### config.mk
export PLATFORM = sky130hd
export DESIGN_NAME = v_issue_seq
export DESIGN_NICKNAME = d
export VERILOG_FILES = /design/src/rtl/v_pkg.sv /design/src/rtl/v_issue_fifo.sv /design/src/rtl/v_issue_seq.sv
export SDC_FILE = /design/constraint.sdc
export NUM_CORES = 1
export LEC_CHECK = 0
export BUFFER_PORTS_ARGS = -buffer_cell sky130_fd_sc_hd__buf_2
export CAP_MARGIN = 20
export CORE_AREA = 5 5 137 139
export CTS_CLUSTER_DIAMETER = 40
export DETAILED_ROUTE_END_ITERATION = 8
export DIE_AREA = 0 0 142 144
export PLACE_DENSITY = 0.49
export SLEW_MARGIN = 20
export SYNTH_ARGS = -nofsm -noshare
export SYNTH_HDL_FRONTEND = slang
export SYNTH_HIERARCHICAL = 1
export SYNTH_SLANG_ARGS = --single-unit
### constraint.sdc
create_clock -name clk -period 2.7 [get_ports clk]
set_input_delay 0.54 -clock clk [delete_from_list [all_inputs] [get_ports clk]]
set_output_delay 0.54 -clock clk [all_outputs]
set_load 0.01 [all_outputs]
### src/rtl/v_pkg.sv
// v_pkg: shared unit-select and sequencer-state encodings for the vector issue sequencer.
package v_pkg;
  typedef enum logic [2:0] {
    U_CONFIG, U_ALU, U_MUL, U_SLDU, U_RED, U_LOAD, U_STORE, U_NONE
  } unit_e;
  typedef enum logic [1:0] {S_IDLE, S_ISSUE, S_WAIT, S_WB} state_e;
  localparam int TIMEOUT_DEFAULT = 255;
  function automatic logic writes_back(unit_e u);
    return !(u == U_STORE || u == U_NONE);
  endfunction
endpackage

### src/rtl/v_issue_fifo.sv
// v_issue_fifo: power-of-two instruction queue with synchronous push/pop and occupancy count.
module v_issue_fifo #(
  parameter int WIDTH = 35,
  parameter int DEPTH = 2
) (
  input  logic                     clk,
  input  logic                     rst,
  input  logic                     push,
  input  logic                     pop,
  input  logic [WIDTH-1:0]         wdata,
  output logic [WIDTH-1:0]         rdata,
  output logic                     full,
  output logic                     empty,
  output logic [$clog2(DEPTH):0]   count
);
  localparam int AW = $clog2(DEPTH);
  logic [WIDTH-1:0] mem [DEPTH];
  logic [AW-1:0] wp, rp;
  logic do_push, do_pop;
  assign full = count == (AW + 1)'(DEPTH);
  assign empty = count == '0;
  assign do_push = push && !full;
  assign do_pop = pop && !empty;
  assign rdata = mem[rp];
  always_ff @(posedge clk or posedge rst)
    if (rst) begin
      wp <= '0;
      rp <= '0;
      count <= '0;
    end else begin
      if (do_push) wp <= wp + 1'b1;
      if (do_pop) rp <= rp + 1'b1;
      count <= count + (AW + 1)'(do_push) - (AW + 1)'(do_pop);
    end
  always_ff @(posedge clk)
    if (do_push) mem[wp] <= wdata;
endmodule

### src/rtl/v_issue_seq.sv
// v_issue_seq: vector issue sequencer, queue plus IDLE/ISSUE/WAIT/WB FSM.
// Define CARRD_SEQ_TIMEOUT_EN to enable the WAIT-state watchdog and timeout_err.
module v_issue_seq
  import v_pkg::*;
#(
  parameter int FIFO_DEPTH     = 2,
  parameter int TIMEOUT_CYCLES = TIMEOUT_DEFAULT
) (
  input  logic        clk,
  input  logic        nrst,
  input  logic        instr_valid,
  input  logic [31:0] instr,
  input  logic [2:0]  unit_sel,
  input  logic        done_valu,
  input  logic        done_vmul,
  input  logic        done_vsldu,
  input  logic        done_vred,
  input  logic        l_done,
  input  logic        s_done,
  output logic        instr_ready,
  output logic [31:0] cur_instr,
  output logic [2:0]  cur_unit,
  output logic        unit_start,
  output logic        wb_en,
  output logic        retire,
  output logic        busy,
  output logic        timeout_err
);
  localparam int CW = $clog2(FIFO_DEPTH) + 1;
  state_e state, state_nx;
  logic [34:0] head;
  logic [CW-1:0] count;
  logic [7:0] done_vec;
  logic full, empty, pop, done_hit, tmo, timed_out;
  unit_e cur_u;
  assign cur_u = unit_e'(cur_unit);
  assign pop = state == S_IDLE && !empty;
  // index by unit_sel; CONFIG and NONE never complete through a done line
  assign done_vec = {1'b0, s_done, l_done, done_vred, done_vsldu, done_vmul, done_valu, 1'b0};
  assign done_hit = done_vec[cur_unit];
  v_issue_fifo #(.WIDTH(35), .DEPTH(FIFO_DEPTH)) u_fifo (
    .clk,
    .rst(nrst),
    .push(instr_valid && instr_ready),
    .pop,
    .wdata({instr, unit_sel}),
    .rdata(head),
    .full,
    .empty,
    .count
  );
`ifdef CARRD_SEQ_TIMEOUT_EN
  logic [7:0] wait_cnt;
  assign tmo = wait_cnt == 8'(TIMEOUT_CYCLES - 1);
  always_ff @(posedge clk or posedge nrst)
    if (nrst) begin
      wait_cnt <= '0;
      timed_out <= 1'b0;
      timeout_err <= 1'b0;
    end else begin
      wait_cnt <= state == S_WAIT ? wait_cnt + 1'b1 : '0;
      timed_out <= state == S_WAIT && tmo && !done_hit;
      timeout_err <= timeout_err | (state == S_WAIT && tmo && !done_hit);
    end
`else
  assign tmo = 1'b0;
  assign timed_out = 1'b0;
  assign timeout_err = 1'b0;
`endif
  always_ff @(posedge clk or posedge nrst)
    if (nrst) state <= S_IDLE;
    else state <= state_nx;
  always_comb begin
    state_nx = state;
    case (state)
      S_IDLE:  state_nx = empty ? S_IDLE : S_ISSUE;
      S_ISSUE: state_nx = (cur_u == U_CONFIG || cur_u == U_NONE) ? S_WB : S_WAIT;
      S_WAIT:  state_nx = (done_hit || tmo) ? S_WB : S_WAIT;
      default: state_nx = S_IDLE;
    endcase
  end
  always_ff @(posedge clk or posedge nrst)
    if (nrst) begin
      cur_instr <= '0;
      cur_unit <= '0;
    end else if (pop) begin
      cur_instr <= head[34:3];
      cur_unit <= head[2:0];
    end else if (state == S_WB) begin
      cur_instr <= '0;
      cur_unit <= '0;
    end
  always_comb begin
    instr_ready = !full;
    unit_start = state == S_ISSUE;
    retire = state == S_WB;
    wb_en = retire && writes_back(cur_u) && !timed_out;
    busy = state != S_IDLE || |count;
  end
endmodule

==> reports/qor.yml <==
cts:
  cts_setup_buffers: 0
  clock-sinks: 111
  cts_tree: "done"
  root_buffer: "clkbuf_16"
  clkTransAtPathRegs_ns: 0.07
  numCtsBuffers: 9
  clock_path_buffers: 2
  insertion_delay_ns: 0.35
  hold_buffers: 0
  htreeDepth: 3
  cts_resized: 0
synth:
  syn_area_per_cell_sq_um: 14.8
  synth-seq-cells: 111
  ys_warn_count: 6
  netlist_instances: 309
  synth_top_area_share_pct: 45.9
  synth_ff_type: "edfxtp_1"
  netlist_area_sq_um: 4580
  synth.largest_area_cell: "edfxtp_1"
  synth_nets: 359
  ys_top_cells_by_area: "edfxtp_1 (46%), dfrtp_1 (22%), mux2_4 (9.5%)"
  yosysUniqueCellTypes: 33
  synthArstFlopShare_pct: 36.9
  synth_edf_count: 70
  yosysSeqAreaShare_pct: 68.2
grt:
  grt-ovfl-total: 0
  grt_usage_pct: 9.74
  grt_antenna_before_repair: 0
  grt_pass1_wl_mm: 15.1
  grt_max_degree: 38
  grt_pass1_vias: 2817
route:
  drt-initial-drc-count: 131
  drt_first_pass_iters: 4
  via_count: 2578
  detail-route-antenna-nets: 0
  drc: 0
  avgRoutedWirePerCell_um: 15.3
  vias_per_cell: 4.11
  wl_mm: 9.57
setup_path:
  startpoint_type: "flip-flop"
  critPathMaxFanout: 19
  r2r_cells: 9
  crit_start: "state[1]$_DFF_PP0_"
  path_class: "reg2out"
  rr_endpoint: "u_fifo/count[1]$_DFF_PP0_"
  timing.rr.start: "u_fifo/count[1]$_DFF_PP0_"
  cp.arrival_ns: 1.48
  worstSetupEndpoint: "wb_en"
  rrSetupSlack_ns: 0.81
  end_kind: "output port"
  cp.required_ns: 2.16
layout:
  post_route_cells_drive_above_1_share_pct: 36.7
  syn2layout_area_growth_pct: 20.8
  nets: 443
  seq_area_sq_um: 3130
  num_antenna_cells: 0
  multi_input_area_sq_um: 1300
  nFillCells: 1826
sta:
  max_freq_mhz: 494
  layout_min_cycle_time_ns: 2.02
  finalCritPeriodShare_pct: 75.0
  slew_violations: 0
  rsz0062_at_grt: "no"
  setup_viol: 0
  fin_tns_setup_ns: 0
  whs_ns: 0.0942
  tightest_slew_ns: 0.837
  maxSlewHeadroom_pct: 44.1
  fin_skew_ns: 0.00875
  timing.final.hold_violations: 0
hold_path:
  hp-class: "in2async"
floorplan:
  ios: 85
  fp.dieArea_sq_um: 20400
  core_area_sq_um: 17500
  row_count: 49
  start_util_pct: 26.1
  die_y_um: 144
  chipWidth_um: 142
place:
  dp_hpwl_mm: 6.59
  portBuffers: 83
  gp_congestion: 0.714
power_and_ir_drop:
  leakagePower_nw: 2.41
  p_total_mw: 6.27
  p_per_area_nw_per_um2: 1130
  ir_worst_vdd_mv: 0.338
status:
  outcome: "finished clean"
flow_run:
  cap_viol_max_count: 0
-- per-layer routing --
| layer | wire length, um | GRT usage [%] | share of wire, % |
|---|---|---|---|
| met1 | 4060 | 11.4 | 42 |
| met2 | 4900 | 17.0 | 51 |
| met3 | 524 | 3.64 | 5.5 |
| met4 | 89 | 2.42 | 0.93 |
| met5 | 0 | 0 | 0 |
-- layout make-up --
type                            count  area share, %
Sequential cell                   111           56.5
Multi-Input combinational cell    172           23.4
Timing Repair Buffer               90           8.90
Tap cell                          229           5.17
Clock buffer                       11           4.20
Clock inverter                      5           1.20
Inverter                            9          0.610
-- per-stage QoR --
| step | cells | setup slack, ns | utilization (%) | cell area [sq um] |
|---|---|---|---|---|
| 6_report | 627 | 0.676 | 31.6 | 5540 |
| 4_1_cts | 627 | 0.599 | 31.6 | 5540 |
| 3_3_place_gp | 611 | 0.834 | 29.9 | 5240 |
| 2_1_floorplan | 309 | 0.00587 | - | 4580 |
| 3_5_place_dp | 611 | 0.771 | 29.9 | 5240 |
| 5_1_grt | 627 | 0.522 | 31.6 | 5540 |
-- power by group --
part	switching (mW)	total (mW)	internal [mW]
Sequential	0.312	2.70	2.39
Clock	0.600	1.33	0.732
Combinational	1.18	2.23	1.05
Total	2.09	6.27	4.17
-- synthesized netlist by cell type (2+ instances only) --
cell type / n
mux2_4: 29
xnor2_1: 3
buf_12: 3
buf_6: 2
clkbuf_1: 4
nor2_1: 3
nand3b_1: 35
buf_2: 4
buf_1: 3
edfxtp_1: 70
ha_1: 6
mux2i_1: 2
inv_1: 8
dfrtp_1: 41
nand2_1: 71
nand2b_1: 3
mux2_2: 6
-- critical path, stage by stage, from the launching register on --
cell      delay (ns)
dfrtp_1         0.38
ha_1            0.18
buf_4           0.22
a21boi_0        0.20
buf_2           0.16
-- worst min path at each step --
| stage | startpoint | endpoint | slack [ns] | cells past startpoint |
|---|---|---|---|---|
| after floorplan | nrst | u_fifo/count[0]$_DFF_PP0_ | 0.31 | 1 |
| after global placement | nrst | u_fifo/count[0]$_DFF_PP0_ | 0.46 | 2 |
| after detailed placement | nrst | u_fifo/count[1]$_DFF_PP0_ | 0.47 | 2 |
| after CTS | nrst | u_fifo/count[1]$_DFF_PP0_ | 0.09 | 2 |
| after global routing | nrst | u_fifo/count[1]$_DFF_PP0_ | 0.10 | 2 |
| final | nrst | u_fifo/count[1]$_DFF_PP0_ | 0.09 | 2 |
-- logic make-up after synthesis --
| family | Yosys count | synth area share (%) |
|---|---|---|
| AND/OR/NAND/NOR | 117 | 13.0 |
| flip-flops | 111 | 68.2 |
| multiplexers | 37 | 11.4 |
| buffers and inverters | 26 | 3.71 |
| AO/OA/AOI/OAI | 7 | 1.15 |
| adder cells (fa/ha/maj) | 6 | 1.64 |
| XOR/XNOR | 4 | 0.764 |
| other | 1 | 0.0818 |
-- registers in the layout (all words and copies together) (netlist names) --
| register | count |
|---|---|
| u_fifo/mem | 70 |
| state | 2 |
| u_fifo/rp | 1 |
| cur_unit | 3 |
| cur_instr | 32 |
| u_fifo/wp | 1 |
| u_fifo/count | 2 |
-- cell usage in the layout, fill, tap and decap left out, types with 2 or more instances in the layout --
| cell | synthesis | routed |
|---|---|---|
| edfxtp_1 | 70 | 70 |
| xnor2_1 | 3 | 3 |
| clkbuf_1 | 4 | 2 |
| mux2_4 | 29 | 29 |
| nand3b_1 | 35 | 35 |
| nor2_1 | 3 | 2 |
| nand2_1 | 71 | 71 |
| inv_2 | 1 | 2 |
| buf_2 | 4 | 83 |
| buf_4 | 1 | 5 |
| dfrtp_1 | 41 | 40 |
| clkbuf_16 | 0 | 9 |
| mux2_2 | 6 | 6 |
| inv_1 | 8 | 7 |
| ha_1 | 6 | 6 |
| nand2b_1 | 3 | 2 |
| mux2i_1 | 2 | 2 |
| buf_12 | 3 | 2 |
Power figures use the tool's default switching activity.
